[config.mk]
export PLATFORM = sky130hd
export DESIGN_NAME = xulie_serializer
export DESIGN_NICKNAME = d
export VERILOG_FILES = /design/src/rtl/xulie_pkg.sv /design/src/rtl/xulie_prbs7.sv /design/src/rtl/xulie_serializer.sv
export SDC_FILE = /design/constraint.sdc
export NUM_CORES = 1
export LEC_CHECK = 0
export CORE_MARGIN = 2
export CORE_UTILIZATION = 50
export CTS_CLUSTER_DIAMETER = 150
export CTS_CLUSTER_SIZE = 10
export DETAILED_ROUTE_END_ITERATION = 8
export GPL_TIMING_DRIVEN = 0
export PLACE_DENSITY = 0.74
export SETUP_SLACK_MARGIN = 0.4
export SYNTH_ARGS = -nofsm -noshare
export SYNTH_HDL_FRONTEND = slang
export SYNTH_SLANG_ARGS = --single-unit
[constraint.sdc]
create_clock -name Clk -period 2.1 [get_ports Clk]
set_input_delay 0.63 -clock Clk [delete_from_list [all_inputs] [get_ports Clk]]
set_output_delay 0.63 -clock Clk [all_outputs]
set_load 0.02 [all_outputs]
[src/rtl/xulie_pkg.sv]
// Shared constants and mode encoding for the xulie serializer and its PRBS7 source.
package xulie_pkg;

    localparam int         XULIE_WIDTH    = 8;
    localparam logic       XULIE_IDLE_BIT = 1'b0;

    // PRBS7, x^7 + x^6 + 1
    localparam logic [6:0] PRBS7_SEED  = 7'h7F;
    localparam int         PRBS7_TAP_A = 6;
    localparam int         PRBS7_TAP_B = 5;

    typedef enum logic [1:0] {IDLE, SHIFT, PRBS} mode_e;

endpackage

[src/rtl/xulie_prbs7.sv]
// PRBS7 generator: free-running while enabled, holds its state otherwise.
module xulie_prbs7
    import xulie_pkg::*;
(
    input  logic clk,
    input  logic rst_n,
    input  logic en,
    output logic prbs_bit
);

    logic [6:0] lfsr;

    always_ff @(posedge clk) begin
        if (!rst_n) begin
            lfsr <= PRBS7_SEED;
        end else if (en) begin
            lfsr <= {lfsr[5:0], lfsr[PRBS7_TAP_A] ^ lfsr[PRBS7_TAP_B]};
        end
    end

    assign prbs_bit = lfsr[6];

endmodule

[src/rtl/xulie_serializer.sv]
// Parallel-to-serial source with a one-word holding register for gapless streaming.
// Optional PRBS7 test source enabled by defining XULIE_SER_PRBS_EN.
module xulie_serializer
    import xulie_pkg::*;
#(
    parameter int   WIDTH     = XULIE_WIDTH,
    parameter bit   MSB_FIRST = 1'b1,
    parameter logic IDLE_BIT  = XULIE_IDLE_BIT
) (
    input  logic             Clk,
    input  logic             Reset,
    input  logic [WIDTH-1:0] Data_in,
    input  logic             Load_valid,
`ifdef XULIE_SER_PRBS_EN
    input  logic             Prbs_sel,
`endif
    output logic             Load_ready,
    output logic             Dout,
    output logic             Dout_valid,
    output logic             Word_done
);

    localparam int            CW   = $clog2(WIDTH);
    localparam logic [CW-1:0] LAST = CW'(WIDTH - 1);

    mode_e            mode;
    logic [WIDTH-1:0] sr;
    logic [WIDTH-1:0] sr_shift;
    logic [WIDTH-1:0] hold;
    logic             hold_full;
    logic [CW-1:0]    cnt;
    logic             active;
    logic             last;
    logic             free;
    logic             accept;
    logic             head;

    assign active     = (mode == SHIFT);
    assign last       = (cnt == LAST);
    assign free       = !active || last;
    assign Load_ready = Reset && !hold_full && (mode != PRBS);
    assign accept     = Load_valid && Load_ready;

    generate
        if (MSB_FIRST) begin : g_msb
            assign head     = sr[WIDTH-1];
            assign sr_shift = {sr[WIDTH-2:0], 1'b0};
        end else begin : g_lsb
            assign head     = sr[0];
            assign sr_shift = {1'b0, sr[WIDTH-1:1]};
        end
    endgenerate

    always_ff @(posedge Clk) begin
        if (!Reset) begin
            mode      <= IDLE;
            hold_full <= 1'b0;
            cnt       <= '0;
            sr        <= '0;
            hold      <= '0;
        end else if (mode == PRBS) begin
`ifdef XULIE_SER_PRBS_EN
            if (!Prbs_sel) mode <= IDLE;
`else
            mode <= IDLE;
`endif
        end else if (free) begin
            // A held word always wins; Load_ready is low then, so nothing is lost.
            if (hold_full) begin
                sr        <= hold;
                hold_full <= 1'b0;
                cnt       <= '0;
                mode      <= SHIFT;
            end else if (accept) begin
                sr   <= Data_in;
                cnt  <= '0;
                mode <= SHIFT;
            end
`ifdef XULIE_SER_PRBS_EN
            else if (Prbs_sel) begin
                mode <= PRBS;
            end
`endif
            else begin
                mode <= IDLE;
            end
        end else begin
            cnt <= cnt + 1'b1;
            sr  <= sr_shift;
            if (accept) begin
                hold      <= Data_in;
                hold_full <= 1'b1;
            end
        end
    end

`ifdef XULIE_SER_PRBS_EN
    logic prbs_bit;

    xulie_prbs7 u_prbs (
        .clk      (Clk),
        .rst_n    (Reset),
        .en       (mode == PRBS),
        .prbs_bit (prbs_bit)
    );

    assign Dout = (mode == PRBS) ? prbs_bit : (active ? head : IDLE_BIT);
`else
    assign Dout = active ? head : IDLE_BIT;
`endif

    assign Dout_valid = (mode != IDLE);
    assign Word_done  = active && last;

endmodule
==> results of run 1 <==
final cells by class:
| type | instances | area (um^2) | area share [%] |
|---|---|---|---|
| Timing Repair Buffer | 20 | 178.9 | 12.95 |
| Clock inverter | 1 | 5.005 | 0.3623 |
| Sequential cell | 21 | 424.2 | 30.71 |
| Buffer | 12 | 97.59 | 7.065 |
| Multi-Input combinational cell | 93 | 619.3 | 44.84 |
| Clock buffer | 3 | 22.52 | 1.630 |
| Tap cell | 27 | 33.78 | 2.446 |
cells by family after synthesis:
logic type | synth area share (%)
buf+inv | 7.594
fa+ha+maj | 2.301
compound gates | 17.95
flops | 38.66
simple gates | 33.49
report_power, final:
group | total (mW) | switching, mW | internal (mW)
Clock | 0.202 | 0.131 | 0.0712
Sequential | 0.436 | 0.0143 | 0.422
Combinational | 0.151 | 0.0729 | 0.0781
Total | 0.789 | 0.218 | 0.571
stage by stage:
stage               util [%]  total power [mW]  setup slack (ns)  cells  TNS [ns]
floorplan                  -            0.5371            0.4253    126         0
global placement       63.56            0.5828           -0.6952    166   -0.6952
detailed placement     63.56            0.5849           -0.7011    166   -0.7226
CTS                    67.25            0.7835            0.2175    173         0
global route           69.00            0.8272            0.1779    177         0
finish                 69.00            0.7887            0.2096    177         0
layer usage:
layer | global-route usage (%) | vias to the layer above | part of all wire, %
li1 | - | 492 | -
met1 | 29.50 | 422 | 51
met2 | 30.70 | 30 | 44
met3 | 2.679 | 5 | 3.8
met4 | 6.757 | 0 | 1.4
met5 | 0 | - | 0
worst paths after layout:
kind,slack (ns),from,to
min,0.47,hold[4],hold[4]
max,0.21,cnt[1],Word_done
min reg2reg,0.47,hold[4],hold[4]
max reg2reg,0.33,cnt[1],hold[0]
registers in the layout, summed over array words and instances (netlist names):
signal and count:
mode 1, hold 8, sr 8, hold_full 1, cnt 3
worst max-delay path, stage by stage, from the launching register on:
cell     delay [ns]
dfxtp_2        0.36
ha_4           0.16
ha_4           0.16
and2_4         0.15
buf_6          0.12
cells in the final DEF (no fill, tap or decap), drive strengths merged:
master / n
a211oi: 8
a21boi: 3
and2: 3
and3: 9
buf: 21
clkbuf: 5
clkdlybuf4s15: 1
clkdlybuf4s50: 8
clkinv: 1
dfxtp: 21
ha: 2
nand2: 11
nand2b: 3
nand3: 25
nor2: 3
nor2b: 2
nor3b: 1
nor4bb: 1
o21a: 1
o21ai: 15
or2b: 6
repair_timing:
action,in CTS,in global routing
pin swaps,1,10
gates resized for setup,30,3
setup endpoints to repair,19,11
buffers inserted,3,4
==> results.py, run 1 <==
metrics = {
    "timing": {
        "relSlewSlack_pct": 73.05,
        "rsz0062_at_grt": "yes",
        "fin_crit_sh_pct": 90.02,
        "whs_ns": 0.4741,
        "worst_pin_slew_ns": 0.4043,
        "slew_viol_final": 0,
        "max_clock_freq_ghz": 0.5290,
        "period_needed_ns": 1.890,
        "fin_skew_ns": 0.004666,
        "hold_viol": 0,
        "setup_violations": 0,
    },
    "setup_path": {
        "cp_max_fo": 2,
        "required_ns": 1.47,
        "start_kind": "flop",
        "worst_setup_path_end_kind": "primary output",
        "critPathArrivalTime_ns": 1.26,
        "worst-setup-path-type": "reg -> out",
        "reg2regPathDepth": 9,
    },
    "clocking": {
        "clk_pin_slew_ns": 0.12,
        "clk_root_buffer_cell": "clkbuf_4",
        "clock-sinks": 21,
        "cts_buffer_depth": 2,
        "ctsHoldBuffers": 0,
        "cts_tree": "built",
        "clk_latency_ns": 0.31,
        "numCtsBuffers": 3,
        "htreeDepth": 1,
    },
    "hold_path": {
        "holdPathStages": 2,
        "hp-class": "reg -> reg",
    },
    "power_and_ir_drop": {
        "powerDensity_nw_per_um2": 571.0,
        "vdd_ir_drop_max_mv": 0.3829,
        "p_leak_nw": 0.5611,
    },
    "grt": {
        "track_usage_pct": 20.25,
        "grt_pass1_vias": 857,
        "grt_max_degree": 13,
        "antenna_found_initial": 0,
        "overflow": 0,
        "grt_pass1_wl_um": 3988,
    },
    "yosys": {
        "synth_cells": 126,
        "synth_most_common_cell": "nand3_1",
        "ys_seq_area_share_pct": 38.67,
        "synth_commonest_cells": "nand3_1 (25), dfxtp_1 (21), nand2_1 (11)",
        "synthArstFlopShare_pct": 0,
        "yosys_most_used_dff": "dfxtp_1",
        "syn_area_um2": 1087,
        "synth_cell_types": 23,
        "synth.area.top_cells": "dfxtp_1 (39%), nand3_1 (12%), o21ai_2 (6.4%)",
        "synth_seq_cells": 21,
        "ys_warn_count": 0,
        "syn_area_per_cell_um2": 8.629,
        "synth_top_area_share_pct": 38.67,
        "synth.net_count": 139,
        "yosysTopAreaCell": "dfxtp_1",
        "synth_edf_count": 0,
    },
    "detailed_routing": {
        "dr.pass1.iters": 4,
        "first_iter_violations": 11,
        "post-route-drc-count": 0,
        "post_drt_wl_per_cell_um": 13.24,
        "antenna_left": 0,
        "wl_um": 2343,
        "viasPerCell": 5.362,
        "vias": 949,
    },
    "placed_design": {
        "placed_area_um2": 1272,
        "place_congestion": 0.8107,
        "port_buffers": 13,
        "dp_hpwl_um": 1673,
    },
    "floorplan": {
        "design.core.area_um2": 2002,
        "die_y_um": 50.63,
        "io_pins": 15,
        "std_cell_rows": 16,
        "fp.dieArea_um2": 2563,
        "start_util_pct": 54.31,
        "die_width_um": 50.63,
    },
    "finish": {
        "stdcell_area_um2": 1381,
        "drive_gt1_share_pct": 28.00,
        "nFillCells": 171,
        "antennaDiodeCount": 0,
        "area_delta_synth_final_pct": 27.04,
        "final_nets": 164,
    },
    "flow_run": {
        "maxCapViolCount": 0,
    },
    "status": {
        "run_status": "complete, no violations",
    },
}
No activity file was read; power rests on OpenSTA's default activity.
==> inputs of run 2 (changes only) <==
--- a/config.mk
+++ b/config.mk
@@ -8,7 +8,7 @@
 export CORE_MARGIN = 2
 export CORE_UTILIZATION = 50
 export CTS_CLUSTER_DIAMETER = 150
-export CTS_CLUSTER_SIZE = 10
+export CTS_CLUSTER_SIZE = 40
 export DETAILED_ROUTE_END_ITERATION = 8
 export GPL_TIMING_DRIVEN = 0
 export PLACE_DENSITY = 0.74
==> results of run 2 <==
No change in the layout: final DEF, timing and power equal those of run 1.
